==> src/rtl/alu_mul_seq.sv <==
// Shift-and-add multiplier that time-shares the datapath ALU (ADD and SLL only).
// Low XLEN bits of op_a*op_b; done 2k+1 cycles after accept; start ignored while busy.
`timescale 1ns/1ps
module alu_mul_seq #(
  parameter int XLEN       = 32,
  parameter bit EARLY_EXIT = 1'b1
) (
  input  logic            clk,
  input  logic            rst_n,
  input  logic            start,
  input  logic            flush,
  input  logic [XLEN-1:0] op_a,
  input  logic [XLEN-1:0] op_b,
  output logic            busy,
  output logic            done,
  output logic [XLEN-1:0] result,
  output logic            alu_grant,
  output logic [XLEN-1:0] alu_a,
  output logic [XLEN-1:0] alu_b,
  output logic [3:0]      alu_op,
  input  logic [XLEN-1:0] alu_res
);
  localparam int CW = $clog2(XLEN) + 1;

  localparam logic [1:0] S_IDLE  = 2'd0;
  localparam logic [1:0] S_ADD   = 2'd1;
  localparam logic [1:0] S_SHIFT = 2'd2;
  localparam logic [1:0] S_DONE  = 2'd3;

  localparam logic [3:0] OP_ADD = 4'b0000;
  localparam logic [3:0] OP_SLL = 4'b0001;

  logic [1:0]      r_state;
  logic [XLEN-1:0] r_acc;
  logic [XLEN-1:0] r_mcand;
  logic [XLEN-1:0] r_mplier;
  logic [XLEN-1:0] r_result;
  logic [CW-1:0]   r_cnt;

  logic [XLEN-1:0] w_mplier_shr;
  logic            w_last;

  assign w_mplier_shr = r_mplier >> 1;
  // Early exit looks at the multiplier as it will be after this shift.
  assign w_last = (r_cnt == CW'(XLEN - 1)) || (EARLY_EXIT && (w_mplier_shr == '0));

  always_ff @(posedge clk or negedge rst_n) begin
    if (!rst_n) begin
      r_state  <= S_IDLE;
      r_acc    <= '0;
      r_mcand  <= '0;
      r_mplier <= '0;
      r_result <= '0;
      r_cnt    <= '0;
    end else begin
      case (r_state)
        S_IDLE: begin
          if (start && !flush) begin
            r_mcand  <= op_a;
            r_mplier <= op_b;
            r_acc    <= '0;
            r_cnt    <= '0;
            r_state  <= S_ADD;
          end
        end
        S_ADD: begin
          if (flush) begin
            r_state <= S_IDLE;
          end else begin
            if (r_mplier[0]) r_acc <= alu_res;
            r_state <= S_SHIFT;
          end
        end
        S_SHIFT: begin
          if (flush) begin
            r_state <= S_IDLE;
          end else begin
            r_mcand  <= alu_res;
            r_mplier <= w_mplier_shr;
            r_cnt    <= r_cnt + CW'(1);
            // Result is published on entry to DONE so it is valid alongside done.
            if (w_last) begin
              r_result <= r_acc;
              r_state  <= S_DONE;
            end else begin
              r_state <= S_ADD;
            end
          end
        end
        default: r_state <= S_IDLE;
      endcase
    end
  end

  always_comb begin
    alu_a  = '0;
    alu_b  = '0;
    alu_op = OP_ADD;
    case (r_state)
      S_ADD: begin
        alu_a = r_acc;
        alu_b = r_mcand;
      end
      S_SHIFT: begin
        alu_a  = r_mcand;
        alu_b  = XLEN'(1);
        alu_op = OP_SLL;
      end
      default: ;
    endcase
  end

  assign busy      = (r_state != S_IDLE);
  assign alu_grant = busy;
  assign done      = (r_state == S_DONE);
  assign result    = r_result;

endmodule

==> config.mk <==
export PLATFORM = sky130hd
export DESIGN_NAME = alu_mul_seq
export DESIGN_NICKNAME = d
export VERILOG_FILES = /design/src/rtl/alu_mul_seq.sv
export SDC_FILE = /design/constraint.sdc
export NUM_CORES = 1
export LEC_CHECK = 0
export ABC_AREA = 1
export CAP_MARGIN = 20
export CORE_AREA = 2 2 128 130
export DETAILED_ROUTE_END_ITERATION = 12
export DIE_AREA = 0 0 130 132
export PLACE_DENSITY = 0.87
export REMOVE_ABC_BUFFERS = 1
export SYNTH_ARGS = -nofsm -noshare
export SYNTH_HDL_FRONTEND = slang
export SYNTH_SLANG_ARGS = --single-unit
==> constraint.sdc <==
create_clock -name clk -period 2.13 [get_ports clk]
set_clock_uncertainty 0.2 [all_clocks]
set_input_delay 0.5325 -clock clk [delete_from_list [all_inputs] [get_ports clk]]
set_output_delay 0.5325 -clock clk [all_outputs]
set_load 0.01 [all_outputs]
* After elaboration in Yosys (flattened, before gate mapping)
Index checks and enable logic that the tools add are counted.
Word-level totals: bits in registers 136, latch bits 0, memory bits (writable) 0, ROM bits 0, word-level logic and storage cells 48, memories 0
Cells by class: add/sub/neg operators 1, multipliers 0, div/mod/pow operators 0, magnitude comparators 0, eq/ne operators 8, shifts and indexed selects 0, multiplexer cells 21, bitwise operators 1, reduce and logical (&&, ||, !) cells 11
Operators with widths (count):
- one-hot mux 32 bit (2 select lines) | 5
- 2-to-1 mux 32 bit | 7
- zero test 32 bit | 1
- 2-to-1 mux 6 bit | 2
- one-hot mux 6 bit (2 select lines) | 1
- 2-to-1 mux 2 bit | 4
- != test 2 bit, second input constant | 4
- adder 6 x 1 -> 6 bit, second input constant | 1
- equality test 6 x 5 -> 1 bit, second input constant | 1
- one-hot mux 2 bit (3 select lines) | 1
- AND reduction 3 bit | 2
- nonzero test 2 bit | 3
- equality test 2 bit, second input constant | 2
- AND reduction 4 bit | 1
- equality test 2 x 1 -> 1 bit, second input constant | 1
- zero test 2 bit | 1
- logical AND 1 bit | 1
- zero test 1 bit | 1
- logical OR 1 bit | 1
- 2-to-1 mux 1 bit | 1
- NOT 1 bit | 1

* Logic depth before layout (Yosys ltp)
Gate-level depths: netlist (run 1).
depth in word-level cells 5, depth in mapped cells 11, depth with buffers taken out 9

* Least setup slack after synthesis (run 1)
OpenSTA, ideal clock, no wires.
path type reg-to-output, start register r_state[0], end output alu_a[0], arrival time 1.602 ns, required time 1.397 ns, path slack -0.205 ns, cell stages (with the launch flop) 8, path buffers 3, cell sequence dfrtp_1 inv_1 ha_1 buf_2 buf_2 buf_1 nand2_1 a21oi_1
Between the ends: cells in the longest elaborated chain, start to end 2, elaborated cells on any way between the ends 3, those cells by class eq/ne: 2; mux: 1
Ends and longest elaborated chain:
- start: declaration | line 33 | logic [1:0] r_state;
- start signal: assignment | line 49 | r_state <= S_IDLE;
- start signal: assignment | line 63 | r_state <= S_ADD;
- start signal: assignment | line 68 | r_state <= S_IDLE;
- equality test 2 bit / equality test 2 x 1 -> 1 bit (equally long branches) | line 99 | case (r_state)
- one-hot mux 32 bit (2 select lines) (*) | line 99
- end: declaration | line 18 | output logic [XLEN-1:0] alu_a,
Every way passes the cells marked *; elsewhere a longest branch is shown, timed or not.

* Final worst setup path (run 1)
start register r_state[1], end output alu_a[19]
Same word-level chain as after synthesis.

==> results of run 1 <==
==> metrics by stage <==
| step | util | hold WS, ns | TNS, ns |
|---|---|---|---|
| after global routing | 0.778 | 0.307 | -58.14 |
| final | 0.778 | 0.292 | -48.22 |
| after CTS | 0.649 | 0.292 | -34.37 |
| after floorplan | - | 0.0369 | -340.86 |
| after detailed placement | 0.581 | 0.220 | -24.97 |
| after global placement | 0.581 | 0.219 | -19.35 |
==> sequential cells by signal (all words and copies together), names as in the netlist <==
register / cells
r_acc: 32
r_mplier: 32
r_cnt: 6
r_mcand: 32
r_state: 2
result: 32
==> power by group through the flow <==
stage / logic [mW] / clock network, mW / registers (mW)
final: 14.7 / 3.05 / 4.34
after detailed placement: 6.98 / 0 / 4.09
after global placement: 6.77 / 0 / 4.06
after floorplan: 3.63 / 0 / 3.93
after global routing: 15.3 / 3.15 / 4.39
after CTS: 8.85 / 3.01 / 4.09
==> cell families after synthesis <==
logic type      after synthesis  share of synthesized area
flops                       136                      0.513
fa+ha+maj                     5                    0.00944
compound gates              176                      0.149
buf+inv                     143                     0.0923
other cells                   1                   0.000566
simple gates                402                      0.236
==> what timing repair did <==
| item | 4_1_cts | 5_1_grt |
|---|---|---|
| gates resized for setup | 277 | 355 |
| setup endpoints to repair | 136 | 171 |
| cloned | 12 | 27 |
| hold endpoints to repair | 25 | 0 |
| hold buffers | 1 | 0 |
| pin swaps | 2 | 30 |
| setup buffers | 19 | 42 |
==> worst paths after layout <==
path / start / to / slack (ns)
worst max-delay path: r_state[1] / alu_a[19] / -0.49
worst min-delay path: result[18] / result[18] / 0.29
worst max register to register: r_state[1] / r_mcand[24] / -0.39
worst min register to register: result[18] / result[18] / 0.29
max in group asynchronous: rst_n / result[11] / 0.76
min in group asynchronous: rst_n / r_mplier[4] / 0.35
==> synth_stat cells <==
cell type	number	share of area
a21oi_1	36	0.027
a21oi_4	1	0.0025
a22o_1	1	0.0013
a31oi_1	64	0.060
a32o_1	1	0.0015
buf_1	6	0.0034
buf_2	21	0.016
buf_4	13	0.015
clkbuf_1	23	0.013
conb_1	1	0.00057
dfrtp_1	136	0.51
ha_1	5	0.0094
inv_1	78	0.044
inv_2	2	0.0011
nand2_1	275	0.16
nand2_2	1	0.00094
nand3_1	36	0.027
nor2_1	87	0.049
nor3_1	1	0.00075
nor4_1	1	0.00094
o21ai_0	49	0.037
o21ai_1	23	0.017
o21ai_2	1	0.0013
or2_1	1	0.00094
==> cell type report <==
cell class / count / area share
Clock buffer: 20 / 0.0365
Clock inverter: 12 / 0.0123
Inverter: 80 / 0.0262
Multi-Input combinational cell: 586 / 0.306
Sequential cell: 136 / 0.278
Tap cell: 216 / 0.0221
Timing Repair Buffer: 335 / 0.317
Timing Repair inverter: 1 / 0.00133
==> worst max-delay path, delay by kind of cell, from the launching register on <==
kind	cells	cell delay, ns
AO/OA/AOI/OAI	1	0.16
adder cells (fa/ha/maj)	1	0.20
buffers and inverters	5	0.66
flip-flops	1	0.40
AND/OR/NAND/NOR	1	0.05
==> per-layer routing <==
metal	vias up	global-route usage
li1	3388	-
met1	3826	0.317
met2	567	0.424
met3	176	0.0576
met4	2	0.152
met5	-	0
==> impl_results.md, run 1 <==
* Endpoints failing hold at 0
* Seq/Total Area, Yosys at 0.513
* Crit path top cell by count: buf_6
* Min Tclk post-route at 2.62 ns
* Most frequent cells in the layout: nand2_1, dfrtp_1, clkdlybuf4s50_1
* Die Y at 132 um
* Hold path depth at 2
* Final Cycle Share at 1.23
* FILL cells at 885
* Core area at 0.0157 mm^2
* Vias per cell at 5.74
* Required @ worst endpoint at 1.40 ns
* DRC at 0
* Post-DP HPWL at 13400 um
* Met2 routed WL at about 15000 um
* Pre-CTS setup slack at -0.372 ns
* Worst EP arrival at 1.89 ns
* Sw Ratio at 0.432
* Vias at 7959
* Cell variety after synth at 24
* Most common cell after layout, fill and taps aside: nand2_1
* ANT cells at 0
* Initial antenna violation count at 1
* Rows at 46
* Crit-path max FO at 5
* Die ar. at 0.0172 mm^2
* Placed cell area at between 0.009 and 0.01 mm^2
* IO Port Bufs at 199
* Net Switching at 9.55 mW
* Gate power share at 0.666
* Warning count from the yosys run at 0
* Slew Viols, Final at 0
* # clock sinks at approximately 140
* Overflow after GRT at 0
* CP Launch Type: register
* Drt first pass iters at 5
* Boundary Pins at about 200
* Power Total at 22.1 mW
* Uppermost routed layer: met5
* Multi-input logic area at about 0.0037 mm^2
* Sequential power share at 0.196
* Crit-path slowest cell: dfrtp_1
* Share of cells above drive strength 1 at 0.368
* Starting Density at 0.422
* H-tree depth at 4
* CP Capture Type: output pin
* Register Area at 0.00340 mm^2
* Clock network power share at 0.138
* Worst-Skew Late Latency at approximately 0.43 ns
* Die width at 130 um
* Worst R2R Path Depth at 13
* CTS Buffer Depth at 2
* Worst path max stage delay at approximately 0.40 ns
* RSZ-0062 raised after global routing: true
* Final ANT Viol Nets at 0
* Setup violations, final at 176
* Final worst setup slack at -0.494 ns
* CTS tree: yes
* Failing checks: negative setup slack
* Max cap viols at 0
* Critical path type: register to output pin
* Cell Area, Synth at 0.00663 mm^2
* Worst ir drop on vdd at 0.000810 V
* Cell Chain, Critical Path: inv_2 -> ha_4 -> buf_6 -> buf_6 -> buf_4 -> nand2_1 -> a21oi_1 -> buf_2
* CTS Buf Count at 17
* Routed len/inst at around 22 um
* Total Wirelength at just over 30000 um
* Register bit total from synthesis at 136
* Min-Delay Path Class: register to register
* Clock transition at path regs at around 0.060 ns
* GPL Wtd Cong at between 0.8 and 0.9
* Number of global-route vias before repair at between 6k and 7k
* WL met1 at between 10000 and 15000 um
* Fmax at ~380 MHz
* WL met3 at ~2600 um
* Post-Layout Cell Count at 1386
* Clock root buffer: clkbuf_16
* Pwr dens at 1810 mW/mm^2
* First-pass GRT wire length at about 35000 um
* Leak at 5.44 nW
* Fin nets at about 1.3k
* Area growth from synthesis to layout at 84.4%
* P_int at between 10 and 15 mW
* Status: finished with violations
* Largest net degree at the start of global routing at 65
* Synth Instances at 863
* Total Routing Usage GR at 0.261
* Placed cells at 1261
* DR iter-0 viols at ~800
* Design area at 0.0122 mm^2
* Mean Syn Cell Area at 7.68 um^2
Note: power is estimated with default switching activity, not from simulation.
==> run 2: changes to the inputs <==
- CAP_MARGIN: 20 -> 10
- CTS_CLUSTER_DIAMETER: not set -> 100
==> results of run 2 <==
The final DEF is identical to that of run 1; final timing and power are the same.
==> run 3: changes to the inputs <==
- TNS_END_PERCENT: not set -> 50
==> run 3 against run 2 <==
Net effect:
- the run still ends with negative setup slack left
- count of clock-buffer cells in the layout stayed put
- final cell count is 2.0% lower
- sequential share of layout area is 2.7 points higher
- sequential power is 1% lower
- worst setup slack better by 0.040 ns
- via count is 6.9% lower
- worst hold slack worse by 0.0056 ns
- global-route usage is 2.6 points lower
- clock power hardly changed
- critical path depth is 1 higher
- critical path type unchanged
- critical endpoint is now alu_b[5]
- highest routed layer unchanged
==> impl_results.md, run 3 (synthesis gave the netlist of run 1 again) <==
* Worst-Skew Late Latency at 0.42 ns
* DRC at 0
* Rows at 46
* Placed cells at ~1.3k
* Total Routing Usage GR at 0.235
* R2r endpoint: r_acc[13]
* Final ANT Viol Nets at 0
* Critical path type: register to output pin
* CP Launch Type: register
* Core area at 0.0157 mm^2
* Setup TNS at -31.01 ns
* Starting Density at 0.422
* Crit path from: r_state[0]
* IO Port Bufs at around 200
* Leak at around 5.2 nW
* Vias per cell at 5.46
* Worst EP arrival at 1.85 ns
* Post-Layout Cell Count at 1358
* Most frequent cells in the layout: nand2_1, dfrtp_1, clkdlybuf4s50_1
* Die ar. at 0.0172 mm^2
* CTS Buffer Depth at 2
* Crit-path max FO at 5
* RR Startpoint: r_state[0]
* Clock transition at path regs at approximately 0.060 ns
* Clock root buffer: clkbuf_16
* Share of cells above drive strength 1 at 0.289
* Boundary Pins at 203
* Area growth from synthesis to layout at 68.0%
* First-pass GRT wire length at 31700 um
* Overflow after GRT at 0
* Initial antenna violation count at 1
* Fmax at between 300 and 400 MHz
* Setup violations, final at 166
* Die Y at 132 um
* CTS Buf Count at 17
* Slew Viols, Final at 0
* Endpoints failing hold at 0
* Worst Setup EP: alu_b[5]
* Fin nets at 1234
* Reg-to-reg slack, setup at -0.21 ns
* Total Wirelength at 26000 um
* Post-DP HPWL at 13400 um
* H-tree depth at 4
* Final worst setup slack at -0.454 ns
* Vias at 7411
* GPL Wtd Cong at 0.830
* Worst R2R Path Depth at 11
* # clock sinks at 136
* Min-Delay Path Class: register to register
* Largest net degree at the start of global routing at 65
* Number of global-route vias before repair at 6614
* CP Capture Type: output pin
* Final Cycle Share at 1.21
* Drt first pass iters at 7
* Status: finished with violations
* Max cap viols at 0
* Most common cell after layout, fill and taps aside: nand2_1
* Routed len/inst at 19.1 um
* Required @ worst endpoint at 1.40 ns
* RSZ-0062 raised after global routing: true
* FILL cells at approximately 1.1k
* ANT cells at 0
* Failing checks: negative setup slack
* DR iter-0 viols at 596
* Worst ir drop on vdd at 0.000763 V
* CTS tree: yes
* Die width at about 130 um
* Pwr dens at around 1700 mW/mm^2
* Min Tclk post-route at around 2.6 ns
## run 3: layer usage
| metal | up-vias | wire length, um | track usage |
|---|---|---|---|
| li1 | 3312 | - | - |
| met1 | 3529 | 9770 | 0.282 |
| met2 | 436 | 12900 | 0.384 |
| met3 | 132 | 1780 | 0.0499 |
| met4 | 2 | 1480 | 0.145 |
| met5 | - | 13 | 0 |
## run 3: what timing repair did
item                                    CTS  global route
pin swaps                                 2            29
gates resized for setup                 241           246
hold buffers                              1             0
gates cloned                              3            23
endpoints found under the setup margin  136           169
hold endpoints to repair                 25             0
setup buffers                            13            28
## run 3: worst min path at each step
stage	from	endpoint	slack [ns]	cells past startpoint
3_3_place_gp	rst_n	r_mplier[9]	0.22	1
3_5_place_dp	rst_n	r_mplier[9]	0.22	1
5_1_grt	result[19]	result[19]	0.31	2
2_1_floorplan	rst_n	r_acc[0]	0.04	0
4_1_cts	result[27]	result[27]	0.29	2
6_report	result[27]	result[27]	0.29	2
## run 3: cell type report
cell class	instances	area, um^2	share of cell area
timing repair buffer	307	3370	0.302
inverter	80	315	0.0283
clock buffer	20	447	0.0401
clock inverter	12	150	0.0135
tap	216	270	0.0243
sequential	136	3400	0.306
timing repair inverter	1	16.3	0.00146
multi-input combinational	586	3170	0.285
## run 3: per-stage QoR
step | area (um^2) | hold slack [ns] | setup slack, ns | power, mW | util
after floorplan | 6320 | 0.0369 | -2.69 | 7.56 | -
after detailed placement | 9140 | 0.220 | -0.372 | 11.1 | 0.581
after global placement | 9140 | 0.219 | -0.354 | 10.8 | 0.581
after CTS | 9800 | 0.292 | -0.557 | 14.3 | 0.624
final | 11100 | 0.287 | -0.454 | 18.5 | 0.709
after global routing | 11100 | 0.313 | -0.506 | 19.3 | 0.709
## run 3: worst max-delay path, cell delays in order, from the launching register on
cell and delay, ns:
dfrtp_1 0.41, buf_6 0.13, ha_4 0.18, buf_12 0.14, buf_12 0.13, buf_8 0.12, buf_6 0.11, nand2_1 0.05
inv_1 0.03, buf_2 0.13
## run 3: where the power goes
part | switching (mW) | leakage (nW) | internal, mW | total (mW)
clock | 1.15 | 0.286 | 1.87 | 3.02
sequential | 0.835 | 1.69 | 3.45 | 4.29
combinational | 5.81 | 3.20 | 5.36 | 11.2
==> variant, RTL diff (settings of run 1) <==
The parameter `XLEN` goes from 32 to 16.
--- a/src/rtl/alu_mul_seq.sv
+++ b/src/rtl/alu_mul_seq.sv
@@ -2,7 +2,7 @@
 // Low XLEN bits of op_a*op_b; done 2k+1 cycles after accept; start ignored while busy.
 `timescale 1ns/1ps
 module alu_mul_seq #(
-  parameter int XLEN       = 32,
+  parameter int XLEN       = 16,
   parameter bit EARLY_EXIT = 1'b1
 ) (
   input  logic            clk,
Interface: changed (6 resized); port bits go from 203 to 107. No check against the original RTL was run, so the function may have changed too.
==> variant against run 1 <==
  * The flow still finishes with violations (setup timing)
  * Worst hold slack worse by 9.9 ps
  * Sequential power shrank 53%
  * Sequential cell count shrank 65
  * Clock power decreased by 49%
  * Die area did not move
  * Synthesized area is 48% lower
  * Setup slack improved by 240 ps
  * Final area shrank 55%
  * Power decreased by 63%
  * Combinational power down 68%
  * Core utilization shrank 43 points
  * Wire length fell by 63%
  * Highest routed layer is now met4
  * Via count fell by 59%
==> variant: results (changes against run 1) <==
metric	value	unit	change
met2 Track Usage GR	21.4	%	-21 points
Hold Startpoint	result[3]		
fin nets	601		-52%
Max VDD drop	0.600	mV	-26%
Tot GR Track Use	12.8	%	-13 points
critical path endpoint	alu_a[9]		
Power Clock	0.00156	W	-49%
Max Used Layer	met4		
Non-Filler Instances	764		-45%
Post-Syn Instances	423		-51%
gpl congestion	0.779		-6.2%
status	complete, but fails checks		
met1 WL	4890	um	-56%
number of sequential cells	71		-48%
number of port buffers	103		-48%
DRT iter0 DRCs	128		-84%
P_leak	2.48	nW	-54%
setup violators final	32		-82%
crit path setup slack, layout	-254	ps	+240 ps
Sw Share	40.6	%	-2.6 points
vias in the first global route	3155		-55%
failing checks	setup timing		
area fraction in compound gates after synthesis	15.6	%	+0.71 points
R2R depth	10		-3
Worst-Skew Late Latency	330	ps	-100 ps
initial antenna violation count	0		-1
final-layout fill cell count	1579		+78%
largest net degree at the start of global routing	33		-49%
count of non-CTS inverters in the layout	47		-42%
Clock Buffer Count	14		-30%
part of the Yosys area used for sequential elements	51.4	%	+0.072 points
R2R Setup Slk	70	ps	+460 ps
fraction of cell area in non-clock buffers	25.9	%	-5.8 points
Crit Reg-Reg Endpoint	r_cnt[2]		
multi-input gates	278		-53%
fraction of area in multi-input gates	28.0	%	-2.5 points
[variant: stage by stage]
stage          setup TNS (ps)  worst slack (ps)  area [um2]  total power [W]  hold WS [ps]
2_1_floorplan          -31700              -661        3290          0.00384          36.9
3_3_place_gp           -10240              -248        4850          0.00551           266
4_1_cts                 -5300              -215        5180          0.00742           287
6_report                -5930              -254        5540          0.00830           283
5_1_grt                 -7970              -303        5540          0.00884           303
3_5_place_dp           -13980              -287        4850          0.00562           274
[variant: repair_timing]
action                                  CTS  global route
gates resized for setup                 163            52
hold endpoints to repair                 25             0
pin swaps                                 2             1
cloned                                    2             5
setup buffers                             2             0
hold buffers                              1             0
endpoints found under the setup margin   89            77
[variant: critical path: stages (launching register included)]
cell and delay [ps]:
dfrtp_1 370, inv_2 70, ha_4 310, nand2_2 80, buf_12 160, o22ai_1 160, buf_2 160
